==> config.mk <==
export PLATFORM = sky130hd
export DESIGN_NAME = systolic_feeder_4x4
export DESIGN_NICKNAME = d
export VERILOG_FILES = /design/src/rtl/systolic_feeder_4x4.sv
export SDC_FILE = /design/constraint.sdc
export NUM_CORES = 2
export LEC_CHECK = 0
export CAP_MARGIN = 0
export CORE_UTILIZATION = 43
export DETAILED_ROUTE_END_ITERATION = 16
export HOLD_SLACK_MARGIN = 0.08
export PLACE_DENSITY_LB_ADDON = 0.05
export SYNTH_ARGS = -nofsm -noshare
export SYNTH_HDL_FRONTEND = slang
export SYNTH_SLANG_ARGS = --single-unit
==> constraint.sdc <==
create_clock -name clk -period 23.3 [get_ports clk]
set_input_delay 4.66 -clock clk [delete_from_list [all_inputs] [get_ports clk]]
set_output_delay 4.66 -clock clk [all_outputs]
set_load 0.03 [all_outputs]
==> src/rtl/systolic_feeder_4x4.sv <==
// Operand sequencer for a 4x4 systolic array: latches an A/B tile pair, clears the
// array, streams the diagonally skewed wavefront, waits out the drain, then pulses done.

module feeder_lane #(
    parameter int BIT_WIDTH = 16,
    parameter int LANE      = 0
) (
    input  logic                     clk,
    input  logic                     rst,
    input  logic                     feed,
    input  logic [2:0]               t,
    input  logic [3:0][BIT_WIDTH-1:0] ops,
    output logic [BIT_WIDTH-1:0]     operand
);
    // k = t - LANE; a negative difference wraps high and fails the k < 4 test
    logic [3:0] k;
    assign k = {1'b0, t} - 4'(LANE);

    always_ff @(posedge clk or posedge rst) begin
        if (rst)
            operand <= '0;
        else
            operand <= (feed && k < 4'd4) ? ops[k[1:0]] : '0;
    end
endmodule

module systolic_feeder_4x4 #(
    parameter int BIT_WIDTH    = 16,
    parameter int DRAIN_CYCLES = 5
) (
    input  logic                      clk,
    input  logic                      rst,
    input  logic                      start,
    input  logic [16*BIT_WIDTH-1:0]   a_tile,
    input  logic [16*BIT_WIDTH-1:0]   b_tile,
    output logic                      ready,
    output logic                      busy,
    output logic                      done,
    output logic                      array_rst_n,
    output logic [BIT_WIDTH-1:0]      west_in0,
    output logic [BIT_WIDTH-1:0]      west_in1,
    output logic [BIT_WIDTH-1:0]      west_in2,
    output logic [BIT_WIDTH-1:0]      west_in3,
    output logic [BIT_WIDTH-1:0]      north_in0,
    output logic [BIT_WIDTH-1:0]      north_in1,
    output logic [BIT_WIDTH-1:0]      north_in2,
    output logic [BIT_WIDTH-1:0]      north_in3
);
    localparam int DW = (DRAIN_CYCLES > 1) ? $clog2(DRAIN_CYCLES) : 1;

    typedef enum logic [2:0] {IDLE, CLR, FEED, DRAIN, DONE} state_t;

    state_t                    state, state_n;
    logic [2:0]                t, t_n;
    logic [DW-1:0]             dcnt, dcnt_n;
    logic [15:0][BIT_WIDTH-1:0] a_q, b_q;
    logic [3:0][BIT_WIDTH-1:0]  west, north;
    logic                      feed_n;

    always_comb begin
        state_n = state;
        t_n     = t;
        dcnt_n  = dcnt;
        case (state)
            IDLE:  if (start) state_n = CLR;
            CLR: begin
                state_n = FEED;
                t_n     = '0;
            end
            FEED: begin
                if (t == 3'd6) begin
                    state_n = DRAIN;
                    t_n     = '0;
                    dcnt_n  = '0;
                end else begin
                    t_n = t + 3'd1;
                end
            end
            DRAIN: begin
                if (dcnt == DW'(DRAIN_CYCLES - 1)) begin
                    state_n = DONE;
                    dcnt_n  = '0;
                end else begin
                    dcnt_n = dcnt + DW'(1);
                end
            end
            DONE:    state_n = IDLE;
            default: state_n = IDLE;
        endcase
    end

    // Outputs are registered from the next state so they line up with the state register
    always_ff @(posedge clk or posedge rst) begin
        if (rst) begin
            state       <= IDLE;
            t           <= '0;
            dcnt        <= '0;
            a_q         <= '0;
            b_q         <= '0;
            ready       <= 1'b1;
            busy        <= 1'b0;
            done        <= 1'b0;
            array_rst_n <= 1'b0;
        end else begin
            state       <= state_n;
            t           <= t_n;
            dcnt        <= dcnt_n;
            if (state == IDLE && start) begin
                a_q <= a_tile;
                b_q <= b_tile;
            end
            ready       <= (state_n == IDLE);
            busy        <= (state_n == CLR) || (state_n == FEED) || (state_n == DRAIN);
            done        <= (state_n == DONE);
            array_rst_n <= (state_n != CLR);
        end
    end

    assign feed_n = (state_n == FEED);

    // Lane g feeds row g of A on the west edge and column g of B on the north edge
    for (genvar g = 0; g < 4; g++) begin : g_lane
        logic [3:0][BIT_WIDTH-1:0] w_ops, n_ops;
        for (genvar k = 0; k < 4; k++) begin : g_op
            assign w_ops[k] = a_q[4*g+k];
            assign n_ops[k] = b_q[4*k+g];
        end
        feeder_lane #(.BIT_WIDTH(BIT_WIDTH), .LANE(g)) u_west (
            .clk(clk), .rst(rst), .feed(feed_n), .t(t_n), .ops(w_ops), .operand(west[g])
        );
        feeder_lane #(.BIT_WIDTH(BIT_WIDTH), .LANE(g)) u_north (
            .clk(clk), .rst(rst), .feed(feed_n), .t(t_n), .ops(n_ops), .operand(north[g])
        );
    end

    assign west_in0  = west[0];
    assign west_in1  = west[1];
    assign west_in2  = west[2];
    assign west_in3  = west[3];
    assign north_in0 = north[0];
    assign north_in1 = north[1];
    assign north_in2 = north[2];
    assign north_in3 = north[3];
endmodule

== Word-level counts from Yosys, hierarchy flattened ==
Index checks and enable logic that the tools add are counted.
Operators by class
  $add $sub $neg: 5
  order comparisons: 8
  equality and inequality tests: 11
  muxes and demuxes: 33
  reduce and logical (&&, ||, !) cells: 11
Operator list (number)
  binary-select mux 16 bit (select 2 bit): 8
  two-way mux 16 bit: 16
  two-way mux 3 bit: 6
  equality test 3 x 2 -> 1 bit, second input constant: 4
  < comparator 2 x 3 -> 1 bit, second input constant: 4
  < comparator 4 x 3 -> 1 bit, second input constant: 3
  case mux 3 bit (2 select lines): 2
  case mux 3 bit (4 select lines): 1
  equality test 3 bit, second input constant: 3
  subtractor 3 x 2 -> 4 bit, second input constant: 2
  adder 3 x 1 -> 3 bit, second input constant: 2
  equality test 3 x 1 -> 1 bit, second input constant: 2
  logical NOT 3 bit: 2
  logical AND 1 bit: 5
  subtractor 3 x 1 -> 4 bit, second input constant: 1
  < comparator 3 bit, second input constant: 1
  inequality test 3 x 1 -> 1 bit, second input constant: 1
  logical OR 1 bit: 2
  inequality test 2 bit, second input constant: 1
  AND reduction 2 bit: 1
  nonzero test 2 bit: 1
Word-level totals
  register bits after elaboration: 653
  bits of input ports: 515

== Depth between registers and ports, before layout ==
  word-level depth: 7
  mapped depth: 14
  depth with buffers taken out: 9

== Hierarchy ==
A second synthesis with hierarchy kept.
Unflattened totals
  cells, all modules: 1656
  area, all modules: 28255.8 µm²
By module, submodules not included
  systolic_feeder_4x4: instances 1, cells an instance 1148, area each 20255.7 µm²
  feeder_lane at g_lane[3].u_north ...: instances 2, cells an instance 62, area each 1052.3 µm²
  feeder_lane at g_lane[1].u_north ...: instances 2, cells an instance 62, area each 1036.0 µm²
  feeder_lane at g_lane[0].u_north ...: instances 2, cells an instance 74, area each 964.7 µm²
  feeder_lane at g_lane[2].u_north ...: instances 2, cells an instance 56, area each 947.2 µm²

== Worst setup path before layout ==
Ideal clock, no wire load.
  path kind: in2reg
  start point: input port start
  end point: register a_q[192] in the netlist's numbering
  arrival time: 5821 ps
  required time: 23235 ps
  path slack: 17414 ps
  stages on the path: 6
  buffers on the path: 3
  cell sequence: nor4b_1 > clkbuf_1 > clkbuf_1 > buf_1 > nand2_1 > nand2_1
On the way
  longest elaborated chain between the ends: 1
RTL lines
  start: declaration: line 33  | input logic start,
  logical AND 1 bit: line 108  | if (state == IDLE && start) begin
  end signal: assignment: line 109  | a_q <= a_tile;
  end: declaration: line 56  | logic [15:0][BIT_WIDTH-1:0] a_q, b_q;
Every way passes these cells.
A chain may end at the register's enable or synchronous reset.

== Final worst setup path ==
  start point: input port start
  end point: register a_q[56] in the netlist's numbering
The elaborated chain is that of the path after synthesis.

==> impl_metrics.env <==
export IMPL_status="completed"
export IMPL_clkTransAtPathRegs_ps=60
export IMPL_die_w_microns=253
export IMPL_grt_pass1_vias=22300
export IMPL_multi_input_area_sq_um=9920
export IMPL_cts_sinks=653
export IMPL_drive_gt1_share_pct=5.46
export IMPL_ant_nets=0
export IMPL_ctsResizeCount=0
export IMPL_cts_buffer_depth=3
export IMPL_dp_cells=4166
export IMPL_fmax_mhz=124
export IMPL_ir_worst_vdd_mv=0.147
export IMPL_start_kind="primary input"
export IMPL_synth_most_common_cell="nand2_1"
export IMPL_synth_common_cells="nand2_1, dfrtp_1, mux2i_1, clkbuf_1, o22ai_1"
export IMPL_final_setup_worst_slack_ps=15210
export IMPL_top_layer="met5"
export IMPL_routed_via_density=5.06
export IMPL_crit_path_max_fanout=125
export IMPL_async_reset_ff_share_pct=100
export IMPL_route_detailed_drc=0
export IMPL_slew_viol_final=0
export IMPL_yosys_area_top_type="dfrtp_1"
export IMPL_fill_cells=5412
export IMPL_overflow=0
export IMPL_num_io_pins=647
export IMPL_gp_congestion=0.829
export IMPL_root_buffer="clkbuf_16"
export IMPL_hold_violations=0
export IMPL_dr_wl_met2_microns=41400
export IMPL_port_buffers=646
export IMPL_synth_edf_count=0
export IMPL_die_y_microns=253
export IMPL_final_setup_viol_count=0
export IMPL_worstPathArrival_ps=8620
export IMPL_setup_worst_path_class="primary input to register"
export IMPL_drtIter0Drc=1442
export IMPL_hp_class="register to register"
export IMPL_ys_flop_type="dfrtp_1"
export IMPL_wl_met1_microns=34200
export IMPL_ctsHoldBuffers=0
export IMPL_area_delta_synth_final_pct=35.3
export IMPL_initial_utilization_pct=43.6
export IMPL_power_per_cell_area_nw_per_um2=142
export IMPL_wirelength_microns=84600
export IMPL_synth_seq_cells=653
export IMPL_dieArea_sq_um=63800
export IMPL_row_count=91
export IMPL_drtPass1Iterations=5
export IMPL_fin_crit_sh_pct=34.7
export IMPL_core_area_sq_um=61900
export IMPL_cts_buffers=73
export IMPL_finalSetupTns_ps=0
export IMPL_syn_inst=2842
export IMPL_met3RoutedLength_microns=6280
export IMPL_cp_end_kind="register"
export IMPL_dp_hpwl_microns=56700
export IMPL_finalClockSkew_ps=14.8
export IMPL_cts_setup_buffers=0
export IMPL_ys_seq_area_share_pct=60.5
export IMPL_grtUsageTotal_pct=26.5
export IMPL_synth_nets=3364
export IMPL_netlist_top_cells_area="dfrtp_1, nand2_1, mux2i_1"
export IMPL_grt_max_degree=223
export IMPL_pre_cts_slack_ps=14610
export IMPL_stdcell_count=4320
export IMPL_cp_required_ps=23830
export IMPL_rsz0062_at_grt="false"
export IMPL_ys_warn_count=0
export IMPL_fin_crit_ps=8090
export IMPL_synth_area_sq_um=27000
export IMPL_synth_top_area_share_pct=60.4
export IMPL_grt_antenna_before_repair=31
export IMPL_max_cap_violations=0
export IMPL_grt_pass1_wl_microns=130000
export IMPL_syn_area_per_cell_sq_um=9.51
export IMPL_regArea_sq_um=16300
export IMPL_synth_cell_type_count=51
export IMPL_wl_per_cell_microns=19.6
export IMPL_p_leak_nw=17.8
export IMPL_nets=3926
export IMPL_htree_levels=3
export IMPL_relSlewSlack_pct=23.6
export IMPL_cts_tree="done"
export IMPL_tightest_slew_ps=1150
export IMPL_clk_latency_ps=600
export IMPL_dr_total_vias=21900
-- cell usage in the layout (no fill, tap or decap), drive strengths merged, types with 24 or more instances in the layout --
master and instances:
a31oi 33, a221oi 32, clkbuf 117, clkdlybuf4s50 646, o22ai 65, dfrtp 652
nor3b 33, mux4 32, nand2 1581, buf 24, mux2i 160
-- path summary, 6_finish.rpt --
kind | from | to | slack [ps] | cells past startpoint
setup / recovery | start | a_q[56] | 15210 | 8
hold / removal | b_q[255] | b_q[255] | 470 | 2
max in group asynchronous | rst | g_lane[3].u_west.operand[0] | 16280 | 4
min in group asynchronous | rst | g_lane[2].u_west.operand[14] | 4640 | 2
setup reg to reg | state[2] | a_q[56] | 18990 | 7
hold reg to reg | b_q[255] | b_q[255] | 470 | 2
-- layout make-up --
cell class | instances | area share [%]
repair buffers | 670 | 18.3
flip-flops and latches | 653 | 44.7
inverters | 9 | 0.147
diodes | 20 | 0.137
well taps | 837 | 2.86
clock buffers | 117 | 6.23
clock inverters | 17 | 0.517
multi-input cells | 1997 | 27.1
-- flip-flops by register name, indices dropped and copies added, names as in the netlist --
signal,flops
a_q,256
b_q,256
g_lane.u_north.operand,64
g_lane.u_west.operand,64
dcnt,3
state,3
t,3
array_rst_n,1
busy,1
done,1
ready,1
-- per-stage QoR --
stage | utilization, % | hold WS (ps) | power [mW] | cell area (sq um)
3_5_place_dp | 55.0 | 458 | 4.07 | 34000
5_1_grt | 59.0 | 485 | 5.56 | 36600
6_report | 59.0 | 468 | 5.21 | 36600
4_1_cts | 59.0 | 473 | 5.26 | 36500
2_1_floorplan | - | 440 | 3.41 | 27000
3_3_place_gp | 55.0 | 452 | 4.01 | 34000
-- worst max-delay path, stage by stage --
cell and delay [ps]:
clkdlybuf4s50_1 440, nor4b_2 200, buf_4 440, inv_8 580, buf_4 910, buf_4 900, nand2_1 140, nand2_1 100
-- logic make-up (layout without fill, tap and decap cells) --
kind of cell / after synthesis / count (layout) / synth area share [%]
simple gates: 1644 / 1644 / 23.6
flops: 653 / 653 / 60.5
compound gates: 153 / 153 / 3.96
buf+inv: 192 / 813 / 2.99
other cells: 0 / 20 / 0
mux: 192 / 192 / 8.59
xor+xnor: 1 / 1 / 0.0324
fa+ha+maj: 7 / 7 / 0.324
-- layer usage --
layer	track usage, %	up-vias
met4	10.4	24
li1	-	10300
met5	0	-
met2	43.3	616
met1	33.3	10800
met3	7.70	167
-- power breakdown --
group	internal [mW]	leakage [nW]	switching (mW)	total, mW
Sequential	1.62	8.26	0.243	1.86
Combinational	0.908	8.30	1.27	2.18
Clock	0.714	1.22	0.460	1.17
Power figures use the tool's default switching activity.
